==> config.mk <==
export PLATFORM = sky130hd
export DESIGN_NAME = inst_queue
export DESIGN_NICKNAME = d
export VERILOG_FILES = /design/src/rtl/inst_queue_pkg.sv /design/src/rtl/inst_queue.sv
export SDC_FILE = /design/constraint.sdc
export NUM_CORES = 1
export LEC_CHECK = 0
export CORE_ASPECT_RATIO = 1.2
export CORE_MARGIN = 2
export CORE_UTILIZATION = 54
export CTS_BUF_LIST = sky130_fd_sc_hd__clkbuf_4
export DETAILED_ROUTE_END_ITERATION = 8
export PLACE_DENSITY = 0.71
export SETUP_SLACK_MARGIN = 0.02
export SYNTH_ARGS = -nofsm -noshare
export SYNTH_HDL_FRONTEND = slang
export SYNTH_SLANG_ARGS = --single-unit
==> constraint.sdc <==
create_clock -name clk_in -period 12.2 [get_ports clk_in]
set_input_delay 1.83 -clock clk_in [delete_from_list [all_inputs] [get_ports clk_in]]
set_output_delay 1.83 -clock clk_in [all_outputs]
set_load 0.03 [all_outputs]
==> src/rtl/inst_queue_pkg.sv <==
// Shared widths and default geometry for the fetch-to-decode instruction queue.
package inst_queue_pkg;

   localparam int INSTRUCTION_WIDTH = 32;
   localparam int ADDRESS_WIDTH     = 32;
   localparam int IQ_DEPTH_LOG2     = 4;
   localparam int IQ_FULL_SLACK     = 1;

endpackage

==> src/rtl/inst_queue.sv <==
// Circular FIFO of {inst, pc} pairs between fetcher and decoder.
// Head entry is presented combinationally and popped when dispatch accepts it; a flush empties the queue.
module inst_queue
   import inst_queue_pkg::*;
#(
   parameter int DEPTH_LOG2 = IQ_DEPTH_LOG2,
   parameter int FULL_SLACK = IQ_FULL_SLACK
) (
   input  logic                         clk_in,
   input  logic                         rst_n_in,
   input  logic                         rdy_in,
   input  logic                         rob_flush_in,
   input  logic                         fetcher_en_in,
   input  logic [INSTRUCTION_WIDTH-1:0] fetcher_inst_in,
   input  logic [ADDRESS_WIDTH-1:0]     fetcher_pc_in,
   output logic                         fetcher_full_out,
   input  logic                         dispatcher_stall_in,
   output logic                         decoder_inst_en_out,
   output logic [INSTRUCTION_WIDTH-1:0] decoder_inst_out,
   output logic [ADDRESS_WIDTH-1:0]     decoder_pc_out
);

   localparam int DEPTH   = 2 ** DEPTH_LOG2;
   localparam int COUNT_W = DEPTH_LOG2 + 1;

   logic [INSTRUCTION_WIDTH-1:0] memInst_q [DEPTH];
   logic [ADDRESS_WIDTH-1:0]     memPc_q   [DEPTH];

   logic [DEPTH_LOG2-1:0] head_q, head_d;
   logic [DEPTH_LOG2-1:0] tail_q, tail_d;
   logic [COUNT_W-1:0]    count_q, count_d;

   logic notEmpty;
   logic pop;
   logic push;

   always_ff @(posedge clk_in or negedge rst_n_in) begin
      if (!rst_n_in) begin
         head_q  <= '0;
         tail_q  <= '0;
         count_q <= '0;
      end else begin
         head_q  <= head_d;
         tail_q  <= tail_d;
         count_q <= count_d;
      end
   end

   // Storage needs no reset: entries are only visible while count covers them.
   always_ff @(posedge clk_in) begin
      if (push) begin
         memInst_q[tail_q] <= fetcher_inst_in;
         memPc_q[tail_q]   <= fetcher_pc_in;
      end
   end

   always_comb begin
      notEmpty = (count_q != '0);
      pop      = rdy_in & ~rob_flush_in & notEmpty & ~dispatcher_stall_in;
      push     = rdy_in & ~rob_flush_in & fetcher_en_in
                 & ((count_q != COUNT_W'(DEPTH)) | pop);

      head_d  = head_q;
      tail_d  = tail_q;
      count_d = count_q;

      if (rdy_in && rob_flush_in) begin
         head_d  = '0;
         tail_d  = '0;
         count_d = '0;
      end else begin
         if (push) tail_d = tail_q + 1'b1;
         if (pop)  head_d = head_q + 1'b1;
         count_d = count_q + COUNT_W'(push) - COUNT_W'(pop);
      end

      decoder_inst_en_out = pop;
      decoder_inst_out    = notEmpty ? memInst_q[head_q] : '0;
      decoder_pc_out      = notEmpty ? memPc_q[head_q]   : '0;
      fetcher_full_out    = (count_q >= COUNT_W'(DEPTH - FULL_SLACK));
   end

`ifndef SYNTHESIS
   // A push into a full queue without a pop means the fetcher ignored back-pressure.
   always_ff @(posedge clk_in) begin
      if (rst_n_in && rdy_in && !rob_flush_in && fetcher_en_in && !push)
         $warning("inst_queue: push dropped, queue full (pc=%h)", fetcher_pc_in);
   end
`endif

endmodule
* After elaboration in Yosys (flattened, before gate mapping) *
Memories as Yosys holds them, arrays and structs flattened.
Index checks and enable logic that the tools add are counted.

storage, ports and cells
  memories kept = 2
  output and inout bits = 66
  word-level logic and storage cells = 32
  register bits after elaboration = 13
  bits in writable memories = 1024

memory list
  memory     depth  bits a word  rd ports  clocked after memory_dff  wr ports  line              text
  memInst_q  16     32           1         0                         1         inst_queue.sv:26  logic [INSTRUCTION_WIDTH-1:0] memInst_q [DEPTH];
  memPc_q    16     32           1         0                         1         inst_queue.sv:27  logic [ADDRESS_WIDTH-1:0] memPc_q [DEPTH];

cells by class
  reduce and logical (&&, ||, !) cells = 4
  mux-type cells = 9
  add/subtract/negate cells = 4
  bitwise operators = 8
  eq/ne operators = 1
  order comparisons = 1

operators by type and width
  cell                 number
  $mux 32              2
  $mux 4               4
  $add 4x1->4 const B  2
  $add 5x1->5          1
  $and 1x1->1          5
  $ge 5x4->1 const B   1
  $mux 5               1
  $ne 5x5->1 const B   1
  $reduce_bool 5->1    1
  $sub 5x1->5          1
  $reduce_bool 2->1    2
  $mux 1               2
  $not 1->1            2
  $logic_and 1x1->1    1
  $or 1x1->1           1

* Depth between registers and ports, before layout *
  depth in word-level cells = 9
  depth in mapped cells = 12
  gate-level depth less buffers = 11

* Worst setup path before layout *
No wires, ideal clock.

  path type = input port to flip-flop
  start = input rob_flush_in
  end = memory memInst_q[3][0], enable pin
  path buffers = 1
  path slack = 3083 ps
  required time = 11556 ps
  arrival = 8473 ps
  setup time = 644 ps
  cell stages on the path = 4
  cell sequence = nand3b_1 a31o_2 clkbuf_1 nor4_1

between the ends
  longest elaborated chain between the ends = 8
  elaborated cells between the ends (all ways) = 9
  classes of those cells = 2 x mux; 7 x bitwise

ends and longest elaborated chain
  what                            line                                text
  start, declared                 inst_queue.sv:12                    input logic rob_flush_in,
  $not 1->1 *                     inst_queue.sv:59, inst_queue.sv:60
  $and 1x1->1 *                   inst_queue.sv:59, inst_queue.sv:60
  $and 1x1->1 (2 in a row)        inst_queue.sv:59                    pop = rdy_in & ~rob_flush_in & notEmpty & ~dispatcher_stall_in;
  $or 1x1->1                      inst_queue.sv:61                    & ((count_q != COUNT_W'(DEPTH)) | pop);
  $and 1x1->1 *                   inst_queue.sv:61
  $mux 1 *                        inst_queue.sv:51                    if (push) begin
  $mux 1 (not written as such) *  inst_queue.sv:52                    memInst_q[tail_q] <= fetcher_inst_in;
  end, declared                   inst_queue.sv:26

Every way passes the cells marked *; elsewhere a longest branch is shown, timed or not.

* Worst setup path in the final report *
  start = register head_q[0]
  end = output decoder_pc_out[23]

between the ends
  longest elaborated chain between the ends = 2

ends and longest elaborated chain
  what                    line              text
  start, declared         inst_queue.sv:29  logic [DEPTH_LOG2-1:0] head_q, head_d;
  start signal, assigned  inst_queue.sv:39  head_q <= '0;
  start signal, assigned  inst_queue.sv:43  head_q <= head_d;
  $mem_v2 16x32           n/a
  $mux 32                 inst_queue.sv:79  decoder_pc_out = notEmpty ? memPc_q[head_q] : '0;
  end, declared           inst_queue.sv:20  output logic [ADDRESS_WIDTH-1:0] decoder_pc_out

No other way between the ends.

==> flow_metrics.tcl <==
set metrics [dict create \
    number_of_buffers_and_inverters_on_the_critical_path 3 \
    max_cap_viol_count 0 \
    synth.yosys.warnings 0 \
    place_inst 2687 \
    detailed_place_hpwl_um 40400 \
    holdCritPathClass "flip-flop to flip-flop" \
    delay_contributed_by_the_slowest_stage_of_the_critical_path_ps 910 \
    startpoint_of_the_worst_hold_path "tail_q[1]" \
    power.total_uw 8230 \
    die_height_um 299 \
    reg2reg_setup_slack_ps 8710 \
    timing.final.hold_violations 0 \
    cts-root-buf "sky130_fd_sc_hd__clkbuf_4" \
    dr.first_iter.drc_count 1883 \
    critical_path.top_delay_family "buffers and inverters" \
    worst_clock_skew_ps 45.3 \
    netlist_area_mm2 0.0392 \
    clock_buffer_depth 3 \
    wirelength_um 85600 \
    achievable-frequency_mhz 143 \
    antenna_violating_nets_post_route 0 \
    worstSkewPairLatency_ps 1060 \
    crit_start "head_q[0]" \
    rr_startpoint "count_q[2]" \
    worst-r2r-cell-count 7 \
    die_w_um 250 \
    cp.required_ps 10370 \
    cts_hold_buf 0 \
    start_util_pct 54.3 \
    layout.area.seq_mm2 0.0311 \
    drt-pass1-iter-count 5 \
    post-cts-setup-buffers 0 \
    postSynthAreaPerCell_um2 23.5 \
    largest_net_degree_at_the_start_of_global_routing 156 \
    final_core_util_pct 62.0 \
    groute.usage.overall_pct 23.6 \
    design.final.nets 2072 \
    row_count 108 \
    grt-ovfl-total 0 \
    setup_viol_count_final 0 \
    worst_r2r_endpoint "memInst_q[4][26]" \
    outcome "completed" \
    vias_per_cell 6.10 \
    dp_worst_setup_slack_ps 6160 \
    min_delay_worst_endpoint "tail_q[1]" \
    area_growth_syn_to_layout_pct 14.0 \
    fill_cells 4987 \
    cts_resized 0 \
    boundaryPins 136 \
    drc_errors 0 \
    worst_setup_slack_after_layout_ps 5210 \
    synthCells 1671 \
    worstPathCellList "buf_4, buf_4, mux4_2, a22oi_1, nand2_1, clkdlybuf4s50_1" \
    netlist-cell-type-count 37 \
    cts_tree "yes" \
    post-route-period-util_pct 57.3 \
    timing_worst_slew_pin_value_ps 1100 \
    maxSlewHeadroom_pct 26.6 \
    ys_ff_latch 1037 \
    detailroute.via_count 19000 \
    gp_routability_congestion 0.741 \
    synthesis.nets 1755 \
    crit_fanout 52 \
    worst_ir_drop_vdd_mv 0.129 \
    cpMostUsedCell "sky130_fd_sc_hd__buf_4" \
    grt_antenna_before_repair 9 \
    grt_pass1_wl_um 127000 \
    post_drt_wl_per_cell_um 27.4 \
    cts_inserted_buffers 234 \
    numPortBuffers 135 \
    power_density_mw_per_mm2 184 \
    criticalPathCategory "flip-flop to output port" \
    clk_pin_slew_worst_paths_ps 70 \
    drive_gt1_share_pct 31.3 \
    h-tree-depth 4 \
    critical_path_depth 6 \
    grt_pass1_vias 20100 \
    critPathCaptureType "output port" \
    dieArea_mm2 0.0748 \
    cp-start-kind "flip-flop" \
    ys_seq_area_share_pct 79.2 \
    grt_setup_unrepaired "false" \
    slew_viol_final 0 \
    instances_no_fill 3123 \
    fin_crit_ps 6990 \
    critical_path_arrival_ps 5160 \
    min_path_cells 2 \
    fin_tns_setup_ps 0 \
    multi_input_area_mm2 0.00771 \
    static-leakage-power_uw 0.0141 \
    clkSinkCount 1037 \
    timing.critical_path.slowest_stage_cell "sky130_fd_sc_hd__buf_4" \
    area_inside_the_core_boundary_mm2 0.0722 \
]
## Yosys cell counts
cell type	instances	area, µm²
sky130_fd_sc_hd__nand3_1	3	15.0
sky130_fd_sc_hd__nand3b_1	1	7.51
sky130_fd_sc_hd__nor4b_4	1	23.8
sky130_fd_sc_hd__a31o_2	1	8.76
sky130_fd_sc_hd__o31ai_1	2	15.0
sky130_fd_sc_hd__a31oi_1	1	6.26
sky130_fd_sc_hd__dfrtp_1	13	325
sky130_fd_sc_hd__nor3_2	1	10.0
sky130_fd_sc_hd__and3_1	4	25.0
sky130_fd_sc_hd__buf_1	14	52.6
sky130_fd_sc_hd__clkbuf_1	28	105
sky130_fd_sc_hd__o21bai_1	1	7.51
sky130_fd_sc_hd__fa_1	1	20.0
sky130_fd_sc_hd__or3_1	1	6.26
sky130_fd_sc_hd__xnor2_1	6	52.6
sky130_fd_sc_hd__and2_1	7	43.8
sky130_fd_sc_hd__buf_4	5	37.5
sky130_fd_sc_hd__inv_1	11	41.3
sky130_fd_sc_hd__a22oi_1	127	953
sky130_fd_sc_hd__o21ai_0	2	10.0
sky130_fd_sc_hd__edfxtp_1	1024	30700
sky130_fd_sc_hd__a211oi_1	2	15.0
sky130_fd_sc_hd__nor3_1	1	5.00
sky130_fd_sc_hd__nor2_1	14	52.6
sky130_fd_sc_hd__mux4_2	256	5770
sky130_fd_sc_hd__mux2i_1	3	30.0
sky130_fd_sc_hd__or3b_2	1	8.76
sky130_fd_sc_hd__a21o_1	1	7.51
sky130_fd_sc_hd__nor2b_1	1	6.26
sky130_fd_sc_hd__nor3b_1	4	30.0
sky130_fd_sc_hd__nor4_1	4	25.0
sky130_fd_sc_hd__buf_2	29	145
sky130_fd_sc_hd__buf_6	14	158
sky130_fd_sc_hd__a21oi_1	3	15.0
sky130_fd_sc_hd__o211ai_1	2	15.0
sky130_fd_sc_hd__nand2_1	69	259
sky130_fd_sc_hd__ha_1	13	163
## placed cells by master, fill, tap and decap left out, types with 6 or more instances in the layout
master                            instances
sky130_fd_sc_hd__clkinv_1                65
sky130_fd_sc_hd__edfxtp_1              1024
sky130_fd_sc_hd__clkbuf_4               346
sky130_fd_sc_hd__xnor2_1                  6
sky130_fd_sc_hd__mux4_2                 256
sky130_fd_sc_hd__nor2_1                   9
sky130_fd_sc_hd__buf_4                   34
sky130_fd_sc_hd__clkinv_2                 8
sky130_fd_sc_hd__dfrtp_1                 11
sky130_fd_sc_hd__ha_1                    13
sky130_fd_sc_hd__clkdlybuf4s50_1        135
sky130_fd_sc_hd__nand2_1                 69
sky130_fd_sc_hd__a22oi_1                127
sky130_fd_sc_hd__inv_1                   11
## final cells by class
type	count	share of cell area (%)
repair buffers	171	3.68
inverters	11	0.0923
diodes	5	0.0280
clock buffers	346	5.81
clock inverters	85	1.01
multi-input cells	533	17.2
flip-flops and latches	1037	69.5
well taps	935	2.62
## layer usage
metal / wire length (µm) / global-route usage (%) / part of all wire (%)
met1: 33700 / 32.2 / 39
met2: 43600 / 38.5 / 51
met3: 6560 / 5.32 / 7.7
met4: 1610 / 7.93 / 1.9
met5: 68 / 0 / 0.079
## through the flow
stage / instance area (µm²) / hold slack [ps]
after global placement: 41700 / 578
after floorplan: 39200 / 556
after global routing: 44700 / 642
after CTS: 44700 / 608
final: 44700 / 610
after detailed placement: 41700 / 599
## state kept, by name, indices dropped and copies added (netlist names)
signal and count:
tail_q 4, memPc_q 512, head_q 4, memInst_q 512, count_q 5
## cells by family after synthesis
group	count (synthesis)	synth area share, %
multiplexers	259	14.8
AND/OR/NAND/NOR	112	1.32
XOR/XNOR	6	0.134
adder cells (fa/ha/maj)	14	0.466
flip-flops	1037	79.2
AO/OA/AOI/OAI	142	2.69
buffers and inverters	101	1.38
## worst reg2reg max path, delay by kind of cell, from the launching register on
kind / cells / cell delay, ps
adder cells (fa/ha/maj): 1 / 200
buffers and inverters: 2 / 900
flip-flops: 1 / 390
AND/OR/NAND/NOR: 3 / 1170
AO/OA/AOI/OAI: 1 / 370
## where the power goes
part	internal [µW]	switching (µW)	leakage [µW]
combinational	707	852	0.00294
sequential	3950	40.9	0.00938
clock	1380	1300	0.00180
total	6040	2190	0.0141
## how the worst max path moves through the flow
stage	to	slack, ps
2_1_floorplan	memInst_q[3][0]	3080
3_3_place_gp	decoder_pc_out[26]	6190
3_5_place_dp	decoder_pc_out[23]	6160
4_1_cts	decoder_pc_out[23]	4910
5_1_grt	decoder_pc_out[26]	4700
6_report	decoder_pc_out[23]	5210
Note: power is estimated with default switching activity, not from simulation.
